`config.mk`:
```
export PLATFORM = sky130hd
export DESIGN_NAME = rgb_pwm_driver
export DESIGN_NICKNAME = d
export VERILOG_FILES = /design/src/rtl/rgb_pwm_driver.sv
export SDC_FILE = /design/constraint.sdc
export NUM_CORES = 1
export LEC_CHECK = 0
export BUFFER_PORTS_ARGS = -buffer_cell sky130_fd_sc_hd__buf_2
export CAP_MARGIN = 20
export CORE_AREA = 2 2 82 84
export CTS_BUF_LIST = sky130_fd_sc_hd__clkbuf_2
export DETAILED_ROUTE_END_ITERATION = 10
export DIE_AREA = 0 0 84 86
export HOLD_SLACK_MARGIN = 0.08
export PLACE_DENSITY_LB_ADDON = 0.1
export SLEW_MARGIN = 20
export SYNTH_ARGS = -nofsm -noshare
export SYNTH_HDL_FRONTEND = slang
export SYNTH_SLANG_ARGS = --single-unit
export TNS_END_PERCENT = 1
```
`constraint.sdc`:
```
create_clock -name clk -period 4.05 [get_ports clk]
set_clock_uncertainty 0.2 [all_clocks]
set_input_delay 0.81 -clock clk [delete_from_list [all_inputs] [get_ports clk]]
set_output_delay 0.81 -clock clk [all_outputs]
set_load 0.02 [all_outputs]
```
`src/rtl/rgb_pwm_driver.sv`:
```
`default_nettype none
// ============================================================================
// Module   : rgb_pwm_driver
// Brief    : Three-channel PWM LED driver with a one-entry duty buffer that is
//            applied only at a PWM period boundary.
// Revision : 1.0
// ============================================================================
module rgb_pwm_driver #(
    parameter int W        = 8,
    parameter int PRESCALE = 64
) (
    input  logic         clk,
    input  logic         rst,
    input  logic         duty_valid,
    output logic         duty_ready,
    input  logic [W-1:0] duty_r,
    input  logic [W-1:0] duty_g,
    input  logic [W-1:0] duty_b,
    output logic         led_red,
    output logic         led_green,
    output logic         led_blue,
    output logic         period_start
);

    localparam int              c_PW      = (PRESCALE > 1) ? $clog2(PRESCALE) : 1;
    localparam logic [c_PW-1:0] c_PRE_MAX = c_PW'(PRESCALE - 1);
    localparam logic [W-1:0]    c_CNT_MAX = '1;

    logic [c_PW-1:0] r_pre_cnt;
    logic [W-1:0]    r_pwm_cnt;
    logic [W-1:0]    r_act_r, r_act_g, r_act_b;
    logic [W-1:0]    r_pend_r, r_pend_g, r_pend_b;
    logic            r_pend_full;
    logic            r_led_red, r_led_green, r_led_blue;
    logic            r_period_start;

    logic            w_tick;
    logic            w_wrap;
    logic            w_apply;
    logic            w_accept;
    logic [W-1:0]    w_pwm_nxt;
    logic [W-1:0]    w_act_r_nxt, w_act_g_nxt, w_act_b_nxt;

    assign w_tick   = (r_pre_cnt == c_PRE_MAX);
    assign w_wrap   = w_tick && (r_pwm_cnt == c_CNT_MAX);
    assign w_apply  = w_wrap && r_pend_full;
    assign w_accept = duty_valid && duty_ready;

    // LEDs compare against next-cycle counter/duty so a freshly applied duty
    // shows up in the same cycle as period_start.
    assign w_pwm_nxt   = w_tick  ? r_pwm_cnt + W'(1) : r_pwm_cnt;
    assign w_act_r_nxt = w_apply ? r_pend_r : r_act_r;
    assign w_act_g_nxt = w_apply ? r_pend_g : r_act_g;
    assign w_act_b_nxt = w_apply ? r_pend_b : r_act_b;

    always_ff @(posedge clk) begin
        if (rst) begin
            r_pre_cnt      <= '0;
            r_pwm_cnt      <= '0;
            r_act_r        <= '0;
            r_act_g        <= '0;
            r_act_b        <= '0;
            r_pend_r       <= '0;
            r_pend_g       <= '0;
            r_pend_b       <= '0;
            r_pend_full    <= 1'b0;
            r_led_red      <= 1'b0;
            r_led_green    <= 1'b0;
            r_led_blue     <= 1'b0;
            r_period_start <= 1'b0;
        end else begin
            r_pre_cnt <= w_tick ? '0 : r_pre_cnt + c_PW'(1);
            r_pwm_cnt <= w_pwm_nxt;
            r_act_r   <= w_act_r_nxt;
            r_act_g   <= w_act_g_nxt;
            r_act_b   <= w_act_b_nxt;

            // Accept needs an empty slot and apply needs a full one, so the
            // two never coincide and an accepted value always waits a wrap.
            if (w_accept) begin
                r_pend_r    <= duty_r;
                r_pend_g    <= duty_g;
                r_pend_b    <= duty_b;
                r_pend_full <= 1'b1;
            end else if (w_apply) begin
                r_pend_full <= 1'b0;
            end

            r_led_red      <= (w_pwm_nxt < w_act_r_nxt);
            r_led_green    <= (w_pwm_nxt < w_act_g_nxt);
            r_led_blue     <= (w_pwm_nxt < w_act_b_nxt);
            r_period_start <= w_wrap;
        end
    end

    assign duty_ready   = !r_pend_full && !rst;
    assign led_red      = r_led_red;
    assign led_green    = r_led_green;
    assign led_blue     = r_led_blue;
    assign period_start = r_period_start;

endmodule
`default_nettype wire
```
==> Yosys cells after proc, flatten, opt, wreduce, memory -nomap -nowiden <==
Cells that the tools add are included.
{ "classes": {"n_addsub": 2, "magnitude_cmp": 3, "eq_ne": 2, "n_mux": 6, "n_reduce_logical": 8} }
{ "ops": {"columns": ["operator", "count"], "rows": [
  ["2-to-1 mux 8 bit", 4],
  ["< comparator 8 bit", 3],
  ["adder 8 x 1 -> 8 bit (second input constant)", 1],
  ["equality test 8 bit (second input constant)", 1],
  ["adder 6 x 1 -> 6 bit (second input constant)", 1],
  ["equality test 6 bit (second input constant)", 1],
  ["logical AND 1 bit", 4],
  ["logical NOT 1 bit", 2],
  ["2-to-1 mux 1 bit", 2],
  ["nonzero test 2 bit", 1],
  ["OR reduction 2 bit", 1]
]} }
{ "totals": {"reg_bits": 67, "in_bits": 27, "elab_cells": 34} }

==> Longest topological paths before layout <==
Gate-level depths: netlist of the first run.
{ "logic_depth": {"ltp_word": 5, "ltp_mapped": 11} }

==> Worst setup path after synthesis of the first run <==
Ideal clock, no wire load.
{ "synth_timing": {"kind": "register -> register", "startpoint": "register r_pre_cnt[0]", "endpoint": "register r_led_blue, in the netlist led_blue", "setup_time_ns": 0.087, "t_arrival_ns": 2.617, "slack_ns": 1.146, "stages_incl_launch_ff": 12, "n_path_buf": 2, "path_cell_list": "dfxtp_1 > ha_1 > nand4_1 > or4b_1 > buf_6 > buf_12 > mux2i_2 > ha_1 > a211oi_1 > nor2_1 > or3_1 > o31ai_1"} }
{ "synth_via": {"elab_chain_cells": 5} }
{ "synth_rtl": {"columns": ["item", "line", "rtl"], "rows": [
  ["start: declaration", "29", "logic [c_PW-1:0] r_pre_cnt;"],
  ["start signal: assignment", "72", "r_pre_cnt <= w_tick ? '0 : r_pre_cnt + c_PW'(1);"],
  ["equality test 6 bit *", "44", "assign w_tick = (r_pre_cnt == c_PRE_MAX);"],
  ["logical AND 1 bit", "45", "assign w_wrap = w_tick && (r_pwm_cnt == c_CNT_MAX);"],
  ["logical AND 1 bit", "46", "assign w_apply = w_wrap && r_pend_full;"],
  ["2-to-1 mux 8 bit", "54", "assign w_act_b_nxt = w_apply ? r_pend_b : r_act_b;"],
  ["< comparator 8 bit *", "91", "r_led_blue <= (w_pwm_nxt < w_act_b_nxt);"],
  ["end signal: assignment", "91", null],
  ["end: declaration", "34", "logic r_led_red, r_led_green, r_led_blue;"]
]} }
Mark *: on every way between the ends. The rest lies on a longest branch, timed or not.
A chain may end at the register's enable or synchronous reset.

==> Final worst setup path of the first run <==
{ "layout_timing": {"startpoint": "register r_pwm_cnt[0]", "endpoint": "register r_led_green, in the netlist led_green"} }
{ "layout_via": {"elab_chain_cells": 5} }
{ "layout_rtl": {"columns": ["item", "line", "rtl"], "rows": [
  ["start: declaration", "30", "logic [W-1:0] r_pwm_cnt;"],
  ["start signal: assignment", "73", "r_pwm_cnt <= w_pwm_nxt;"],
  ["parallel branches: the longest is 4 deep, another holds adder 8 x 1 -> 8 bit", null, null],
  ["< comparator 8 bit *", "90", "r_led_green <= (w_pwm_nxt < w_act_g_nxt);"],
  ["end signal: assignment", "90", null],
  ["end: declaration", "34", null]
]} }
Mark *: on every way between the ends.

==> impl_metrics.py, run 1 <==
metrics = {
    "timing": {
        "maxSlewHeadroom_pct": 48.76,
        "min_period_ps": 3574,
        "fmax_mhz": 279.8,
        "finalMaxSlewViolations": 0,
        "tightest_slew_ps": 768.6,
        "rsz0062_at_grt": "no",
        "setup_viol": 0,
        "hold_viol": 0,
        "fin_setup_tns_ps": 0,
        "period_share_pct": 88.24,
    },
    "grt": {
        "grt_max_degree": 46,
        "antenna_found_initial": 0,
        "track_usage_pct": 17.11,
        "grt_pass1_wl_um": 9653,
        "gr-total-overflow": 0,
        "grt_pass1_vias": 2137,
    },
    "floorplanning": {
        "fp.dieH_um": 86,
        "ioPinCount": 32,
        "core_sq_um": 6277,
        "num_rows": 29,
        "dieArea_sq_um": 7224,
        "die_width_um": 84,
        "start_util_pct": 48.61,
    },
    "power": {
        "power.density_nw_per_um2": 332.5,
        "vdd_ir_drop_max_mv": 0.2037,
        "cellLeakagePower_nw": 1.403,
    },
    "job": {
        "cap_viol_max_count": 0,
    },
    "run_status": {
        "outcome": "complete, no violations",
    },
    "finish": {
        "ff_latch_area_sq_um": 1341,
        "drive_above_1_share_pct": 20.23,
        "insertedDiodeCount": 0,
        "final_util_pct": 53.00,
        "area_delta_synth_final_pct": 9.020,
        "multi_input_area_sq_um": 1607,
        "layout.nets": 397,
        "fillCellCount": 617,
    },
    "worst_setup_path": {
        "end_kind": "flop",
        "r2r_start": "r_pwm_cnt[0]",
        "crit_arrival_ps": 3770,
        "crit_start": "r_pwm_cnt[0]",
        "startpoint_type": "flop",
        "critPathMaxFanout": 16,
        "required_ps": 4240,
        "critical_path_class": "flop to flop",
    },
    "synth": {
        "synth_edf_count": 0,
        "netlist-cell-type-count": 30,
        "ys_seq_area_share_pct": 43.95,
        "avgSynthCellArea_sq_um": 9.627,
        "netlist_area_sq_um": 3052,
        "synth-async-reset-ratio_pct": 0,
        "synthCells": 317,
        "synth-seq-cells": 67,
        "synth_ff_type": "dfxtp_1",
        "yosysWarningCount": 0,
        "synth_fp_nets": 367,
    },
    "route": {
        "viasPerCell": 5.051,
        "routed_wl_um": 5479,
        "drt_pass1_iterations": 4,
        "drtAntennaViolNets": 0,
        "drc_errors": 0,
        "drt-initial-drc-count": 93,
        "via_count": 2162,
        "wire_per_inst_um": 12.80,
    },
    "place": {
        "io_buffers": 31,
        "place.gp.congestion": 0.7758,
        "dp_hpwl_um": 3854,
    },
    "clock_network": {
        "cts.repair.resized": 0,
        "ctsHoldBuffers": 0,
        "clkLatencyLatePin_ps": 480,
        "cts_root_buf": "clkbuf_2",
        "post-cts-setup-buffers": 0,
        "htree_levels": 3,
        "cts_made_buffers": 9,
        "cts.clk_slew.worst_paths_ps": 170,
        "clock-sinks": 67,
        "cts_tree": "built",
        "cts_max_path_buffers": 2,
    },
    "hold_path": {
        "hold_class": "flop to flop",
        "hp-start": "r_pre_cnt[0]",
    },
}
## logic make-up (layout without fill, tap and decap cells)
group,after synthesis,after routing,synth area share [%]
AND/OR/NAND/NOR,129,129,20.71
flip-flops,67,67,43.95
AO/OA/AOI/OAI,43,43,7.913
multiplexers,27,27,11.44
adder cells (fa/ha/maj),23,23,9.430
buffers and inverters,17,51,3.403
XOR/XNOR,11,11,3.157
## flip-flops by register name, indices dropped and copies added (netlist names)
signal / count
r_act_b: 8
r_act_g: 8
r_act_r: 8
r_pend_b: 8
r_pend_g: 8
r_pend_r: 8
r_pwm_cnt: 8
r_pre_cnt: 6
led_blue: 1
led_green: 1
led_red: 1
period_start: 1
r_pend_full: 1
## per-stage QoR
| step | hold WS, ps | setup WS, ps | total power, mW | instances | area (sq um) |
|---|---|---|---|---|---|
| 3_3_place_gp | 240.6 | 609.6 | 0.7640 | 413 | 3229 |
| 2_1_floorplan | 233.1 | 1146 | 0.7409 | 317 | 3052 |
| 6_report | 275.7 | 476.2 | 1.106 | 428 | 3327 |
| 5_1_grt | 244.7 | 219.4 | 1.168 | 428 | 3327 |
| 4_1_cts | 272.1 | 457.3 | 1.126 | 428 | 3327 |
| 3_5_place_dp | 261.3 | 554.9 | 0.7648 | 413 | 3229 |
## critical path: stages, from the launching register on
cell	delay [ps]
dfxtp_1	400
ha_1	180
nand4_1	140
or4b_2	900
buf_4	340
mux2i_2	190
ha_1	320
a21oi_1	140
o21ai_0	120
or3_1	370
o31ai_1	190
## final cells by class
type	count	area share (%)
Multi-Input combinational cell	233	48.29
Sequential cell	67	40.32
Timing Repair Buffer	34	5.340
Tap cell	77	2.896
Clock buffer	11	1.655
Clock inverter	4	1.279
Inverter	2	0.2256
## worst paths after layout
kind | endpoint | slack, ps | depth (start not counted)
hold reg to reg | r_pre_cnt[0] | 280 | 1
hold / removal | r_pre_cnt[0] | 280 | 1
setup / recovery | led_green | 480 | 10
setup reg to reg | led_green | 480 | 10
## cells in the mapped netlist (5+ instances only)
| library cell | count | area (sq um) |
|---|---|---|
| nand4_1 | 5 | 31.28 |
| dfxtp_1 | 67 | 1341 |
| xor2_1 | 7 | 61.31 |
| nand2b_1 | 24 | 150.1 |
| clkbuf_1 | 12 | 45.04 |
| mux2i_2 | 20 | 275.3 |
| ha_1 | 23 | 287.8 |
| nand2_1 | 27 | 101.4 |
| nor3_1 | 6 | 30.03 |
| o21ai_0 | 30 | 150.1 |
| or3_1 | 6 | 37.54 |
| nor2_1 | 41 | 153.9 |
| nor2b_1 | 9 | 56.30 |
## report_power, final
group	internal [mW]	leakage (nW)	switching, mW	total (mW)
registers	0.679	0.545	0.0138	0.693
logic	0.0264	0.792	0.0298	0.0562
clock network	0.140	0.0669	0.217	0.357
## metal layers
| layer | global-route usage (%) | vias up | share of wire (%) |
|---|---|---|---|
| li1 | - | 1145 | - |
| met2 | 27.78 | 35 | 44 |
| met4 | 6.012 | 0 | 2.3 |
| met5 | 0 | - | 0 |
| met3 | 6.545 | 10 | 4.0 |
| met1 | 20.90 | 972 | 49 |
## placed cells by master, fill, tap and decap left out, types with 3 or more instances in the layout
cell type,count
a211oi_1,3
a21oi_1,3
and3_1,3
buf_2,31
buf_4,3
clkbuf_2,11
dfxtp_1,67
ha_1,23
mux2_2,3
mux2i_1,4
mux2i_2,20
nand2_1,27
nand2b_1,24
nand3_1,4
nand4_1,5
nor2_1,41
nor2b_1,9
nor3_1,6
o211ai_1,3
o21ai_0,30
o31ai_1,3
or3_1,6
xnor2_1,4
xor2_1,7
No activity file was read; power rests on OpenSTA's default activity.
==> inputs of run 2 (changes only) <==
--- a/config.mk
+++ b/config.mk
@@ -7,10 +7,12 @@
 export LEC_CHECK = 0
 export BUFFER_PORTS_ARGS = -buffer_cell sky130_fd_sc_hd__buf_2
 export CAP_MARGIN = 20
-export CORE_AREA = 2 2 82 84
+export CELL_PAD_IN_SITES_DETAIL_PLACEMENT = 2
+export CELL_PAD_IN_SITES_GLOBAL_PLACEMENT = 2
+export CORE_AREA = 2 2 93 95
 export CTS_BUF_LIST = sky130_fd_sc_hd__clkbuf_2
 export DETAILED_ROUTE_END_ITERATION = 10
-export DIE_AREA = 0 0 84 86
+export DIE_AREA = 0 0 95 97
 export HOLD_SLACK_MARGIN = 0.08
 export PLACE_DENSITY_LB_ADDON = 0.1
 export SLEW_MARGIN = 20
==> run 2 against run 1 <==
Net effect: setup slack improved by 280 ps; register-to-register slack improved by 280 ps; flip-flop and latch count is the same; sequential share of layout area down 0.79 points; final area increased by 2.0%; total power grew 3.5%; routed wire length up 30%; worst hold slack worse by 10 ps; die area increased by 28%; critical path type unchanged; critical endpoint is now led_blue; highest routed layer unchanged.
==> impl_metrics.py, run 2 (synthesis gave the netlist of run 1 again) <==
metrics = {
    "floorplanning": {
        "num_rows": 33,
        "fp.dieH_um": 97,
        "start_util_pct": 37.52,
        "dieArea_sq_um": 9215,
        "core_sq_um": 8134,
        "ioPinCount": 32,
        "die_width_um": 95,
    },
    "grt": {
        "grt_pass1_wl_um": 12350,
        "grtUsageMet1_pct": 20.00,
        "track_usage_pct": 17.35,
        "antenna_found_initial": 0,
        "grt_use_met3_pct": 5.218,
        "grt_max_degree": 49,
        "grt-busiest-layer": "met2",
        "grt_util_met2_pct": 30.33,
        "grt_pass1_vias": 2516,
        "gr-total-overflow": 0,
    },
    "clock_network": {
        "cts.clk_slew.worst_paths_ps": 220,
        "ctsHoldBuffers": 0,
        "cts_max_path_buffers": 2,
        "clock-sinks": 67,
        "clkLatencyLatePin_ps": 520,
        "cts_made_buffers": 9,
        "cts_tree": "built",
        "htree_levels": 3,
        "post-cts-setup-buffers": 0,
        "cts.repair.resized": 0,
        "cts_root_buf": "clkbuf_2",
    },
    "hold_path": {
        "min_path_cells": 3,
        "hp-start": "duty_g[0]",
        "hold_class": "primary input to flop",
    },
    "worst_setup_path": {
        "crit_arrival_ps": 3520,
        "crit_start": "r_pre_cnt[0]",
        "crit_family": "simple AND/OR/NAND/NOR gates",
        "critPathMaxFanout": 10,
        "critical_path_class": "flop to flop",
        "rr_worst_depth": 10,
        "crit_path_top_delay_cell": "or4b_2",
        "r2r_start": "r_pre_cnt[0]",
        "slowest_delay_ps": 650,
        "cp.depth": 10,
        "startpoint_type": "flop",
        "crit_buf_inv": 1,
        "required_ps": 4280,
        "end_kind": "flop",
        "cpMostUsedCell": "ha_1",
        "crit_chain": "ha_1 -> nand4_1 -> or4b_2 -> buf_4 -> mux2i_2 -> ha_1 -> a211oi_1 -> nor2_1 -> or3_1 -> o31ai_1",
    },
    "power": {
        "vdd_ir_drop_max_mv": 0.1448,
        "seq_power_share_pct": 60.6,
        "power_frac_comb_pct": 5.2,
        "p_int_mw": 0.8469,
        "power.density_nw_per_um2": 337.4,
        "cellLeakagePower_nw": 1.413,
        "p_sw_mw": 0.2980,
        "switching_share_pct": 26.03,
        "p_clk_share_pct": 34.2,
    },
    "route": {
        "drc_errors": 0,
        "drtAntennaViolNets": 0,
        "via_count": 2308,
        "viasPerCell": 5.028,
        "drt-initial-drc-count": 47,
        "drt_pass1_iterations": 4,
        "wire_per_inst_um": 15.46,
        "routed_wl_um": 7098,
    },
    "finish": {
        "layout_commonest_cell": "dfxtp_1",
        "finalNonFillerCells": 459,
        "layout.nets": 399,
        "drive_above_1_share_pct": 21.47,
        "most-common-layout-cells": "dfxtp_1 (67), nor2_1 (41), buf_2 (31), o21ai_0 (30), nand2_1 (27)",
        "insertedDiodeCount": 0,
        "area_delta_synth_final_pct": 11.19,
    },
    "run_status": {
        "outcome": "complete, no violations",
    },
    "timing": {
        "finalMaxSlewViolations": 0,
        "setup_viol": 0,
        "rsz0062_at_grt": "no",
        "tightest_slew_ps": 556.7,
        "period_share_pct": 81.34,
        "fmax_mhz": 303.6,
        "maxSlewHeadroom_pct": 62.76,
        "hold_viol": 0,
        "min_period_ps": 3294,
        "fin_setup_tns_ps": 0,
    },
    "place": {
        "dp.cells": 443,
        "dp_hpwl_um": 5290,
        "io_buffers": 31,
        "place.gp.congestion": 0.7774,
    },
    "job": {
        "cap_viol_max_count": 0,
    },
}
[run 2: final timing paths]
check                      end  slack [ps]
hold / removal     r_pend_g[0]         270
hold reg to reg   r_pre_cnt[0]         270
setup reg to reg      led_blue         760
setup / recovery      led_blue         760
[run 2: worst min-delay path, cell delays in order]
cell and delay, ps:
buf_2 70, nand2_1 30, o21ai_0 50
[run 2: power groups by stage]
stage	Combinational, mW	Clock, mW	Sequential, mW
final	0.0590	0.392	0.694
after global routing	0.0692	0.442	0.698
after CTS	0.0612	0.413	0.695
after detailed placement	0.0605	0	0.709
after global placement	0.0584	0	0.708
after floorplan	0.0370	0	0.704
[run 2: metal layers]
metal  vias up  share of wire, %
met1      1129                44
li1       1143                 -
met2        28                52
met5         -                 0
met4         0               1.3
met3         8               3.2
[run 2: through the flow]
step           setup WS (ps)  util, %  power (mW)  instance area, sq um  hold slack, ps
2_1_floorplan           1146        -      0.7409                  3052           233.1
4_1_cts                738.3    41.72       1.170                  3393           206.2
5_1_grt                535.9    41.72       1.209                  3393           223.3
6_report               755.7    41.72       1.145                  3393           265.3
3_5_place_dp           778.2    40.32      0.7691                  3279           256.8
3_3_place_gp           846.1    40.32      0.7666                  3279           241.5
[run 2: final cells by class]
| cell class | count | area (sq um) |
|---|---|---|
| clock inverters | 7 | 68.82 |
| flip-flops and latches | 67 | 1341 |
| multi-input cells | 233 | 1607 |
| clock buffers | 9 | 45.04 |
| inverters | 2 | 7.507 |
| well taps | 105 | 131.4 |
| fillers | 921 | 4741 |
| repair buffers | 36 | 192.7 |
==> inputs of run 3 (changes only) <==
--- a/config.mk
+++ b/config.mk
@@ -9,10 +9,10 @@
 export CAP_MARGIN = 20
 export CELL_PAD_IN_SITES_DETAIL_PLACEMENT = 2
 export CELL_PAD_IN_SITES_GLOBAL_PLACEMENT = 2
-export CORE_AREA = 2 2 93 95
+export CORE_AREA = 2 2 97 99
 export CTS_BUF_LIST = sky130_fd_sc_hd__clkbuf_2
 export DETAILED_ROUTE_END_ITERATION = 10
-export DIE_AREA = 0 0 95 97
+export DIE_AREA = 0 0 99 101
 export HOLD_SLACK_MARGIN = 0.08
 export PLACE_DENSITY_LB_ADDON = 0.1
 export SLEW_MARGIN = 20
==> constraint.sdc (replaced) <==
create_clock -name clk -period 2.8 [get_ports clk]
set_clock_uncertainty 0.2 [all_clocks]
set_input_delay 0.56 -clock clk [delete_from_list [all_inputs] [get_ports clk]]
set_output_delay 0.56 -clock clk [all_outputs]
set_load 0.02 [all_outputs]
==> run 3 against run 2 <==
Net effect: the run now ends with setup timing left; largest cell class unchanged; count of clock-buffer cells in the layout grew 1; largest power group unchanged; register-to-register slack lost 1000 ps; first-iteration DRC count rose by 30%; clock power rose by 29%; flip-flop and latch count did not move; die area up 8.5%.
==> impl_metrics.py, run 3 (synthesis gave the netlist of run 1 again) <==
metrics = {
    "floorplanning": {
        "ioPinCount": 32,
        "start_util_pct": 33.99,
        "num_rows": 35,
        "fp.dieH_um": 101,
        "die_width_um": 99,
        "core_sq_um": 8977,
        "dieArea_sq_um": 9999,
    },
    "route": {
        "drc_errors": 0,
        "drt-initial-drc-count": 61,
        "routed_wl_um": 8432,
        "drtAntennaViolNets": 0,
        "wire_per_inst_um": 16.03,
        "via_count": 2578,
        "drt_pass1_iterations": 4,
        "viasPerCell": 4.901,
    },
    "grt": {
        "track_usage_pct": 18.21,
        "grt_max_degree": 49,
        "antenna_found_initial": 0,
        "grt_pass1_wl_um": 14160,
        "gr-total-overflow": 0,
        "grt_pass1_vias": 2843,
    },
    "worst_setup_path": {
        "critical_path_class": "flop to flop",
        "critPathMaxFanout": 12,
        "crit_buf_inv": 1,
        "crit_chain": "ha_2 -> nand4_1 -> or4b_4 -> buf_8 -> mux2i_4 -> ha_1 -> nand4_1 -> o21ai_0 -> or3_1 -> o31ai_1",
        "crit_arrival_ps": 3290,
        "required_ps": 3050,
        "end_kind": "flop",
        "slowest_delay_ps": 580,
        "startpoint_type": "flop",
        "cpMostUsedCell": "nand4_1",
        "crit_family": "simple AND/OR/NAND/NOR gates",
        "crit_path_top_delay_cell": "or4b_4",
    },
    "clock_network": {
        "clkLatencyLatePin_ps": 510,
        "cts.clk_slew.worst_paths_ps": 220,
        "cts_made_buffers": 9,
        "cts_tree": "built",
        "cts_root_buf": "clkbuf_2",
        "cts_max_path_buffers": 2,
        "htree_levels": 3,
        "clock-sinks": 67,
    },
    "timing": {
        "fmax_mhz": 328.6,
        "hold_viol": 0,
        "setup_viol": 3,
        "finalMaxSlewViolations": 0,
        "period_share_pct": 108.7,
        "rsz0062_at_grt": "yes",
        "tightest_slew_ps": 560.9,
        "layout_setup_ws_ps": -243.1,
        "maxSlewHeadroom_pct": 62.48,
        "min_period_ps": 3043,
        "fin_setup_tns_ps": -668.3,
    },
    "finish": {
        "final_util_pct": 44.75,
        "insertedDiodeCount": 0,
        "most-common-layout-cells": "dfxtp_1 (64), nor2_1 (41), buf_4 (40), buf_2 (31), o21ai_0 (28)",
        "area_delta_synth_final_pct": 31.65,
        "drive_above_1_share_pct": 30.12,
        "layout.nets": 460,
        "layout_commonest_cell": "dfxtp_1",
    },
    "hold_path": {
        "hold_class": "primary input to flop",
    },
    "run_status": {
        "violations": "setup timing",
        "outcome": "finished, violations left",
    },
    "place": {
        "io_buffers": 31,
        "dp_hpwl_um": 5707,
        "place.gp.congestion": 0.7581,
    },
    "job": {
        "cap_viol_max_count": 0,
    },
    "power": {
        "p_total_mw": 1.633,
        "cellLeakagePower_nw": 1.710,
        "power.density_nw_per_um2": 406.6,
        "vdd_ir_drop_max_mv": 0.1646,
    },
}
==> run 3: final timing paths <==
check	from	end	slack [ps]	cells after the start
min reg2reg	r_pend_g[0]	r_pend_g[0]	290	2
max reg2reg	r_pre_cnt[0]	led_red	-240	10
min	duty_valid	r_pend_full	130	3
max	r_pre_cnt[0]	led_red	-240	10
==> run 3: worst min-delay path, cell delays in order <==
cell	delay, ps
buf_2	110
nor2_1	80
a311oi_1	50
==> run 3: per-stage QoR <==
stage	area (sq um)	worst slack, ps	std cells	hold WS, ps
3_3_place_gp	3580	-410.7	485	261.9
4_1_cts	3985	-250.5	526	87.59
3_5_place_dp	3580	-458.8	485	274.7
5_1_grt	4018	-365.5	526	103.2
2_1_floorplan	3074	-73.68	317	234.8
6_report	4018	-243.1	526	128.3
==> run 3: layout make-up <==
type,count,area (sq um)
clock buffers,10,50.05
flip-flops and latches,67,1345
well taps,111,138.9
multi-input cells,233,1704
clock inverters,6,41.29
repair buffers,97,730.7
fillers,974,4960
inverters,2,7.507
==> run 3: timing repair <==
action / CTS / global route
hold buffers: 24 / 0
endpoints found under the hold margin: 24 / 0
pin swaps: 1 / 1
setup buffers: 1 / 0
endpoints found under the setup margin: 3 / 3
resized for setup: 10 / 6
==> run 3: metal layers <==
metal  track usage (%)  share of wire, %
met4             4.426               1.2
met2             33.94                52
met1             20.91                44
met5                 0                 0
met3             4.369               2.9
==> run 3: where the power goes <==
part           internal [mW]  switching, mW  leakage [nW]
clock network          0.120          0.385        0.0560
registers              0.984         0.0217         0.546
logic                 0.0669         0.0557          1.11
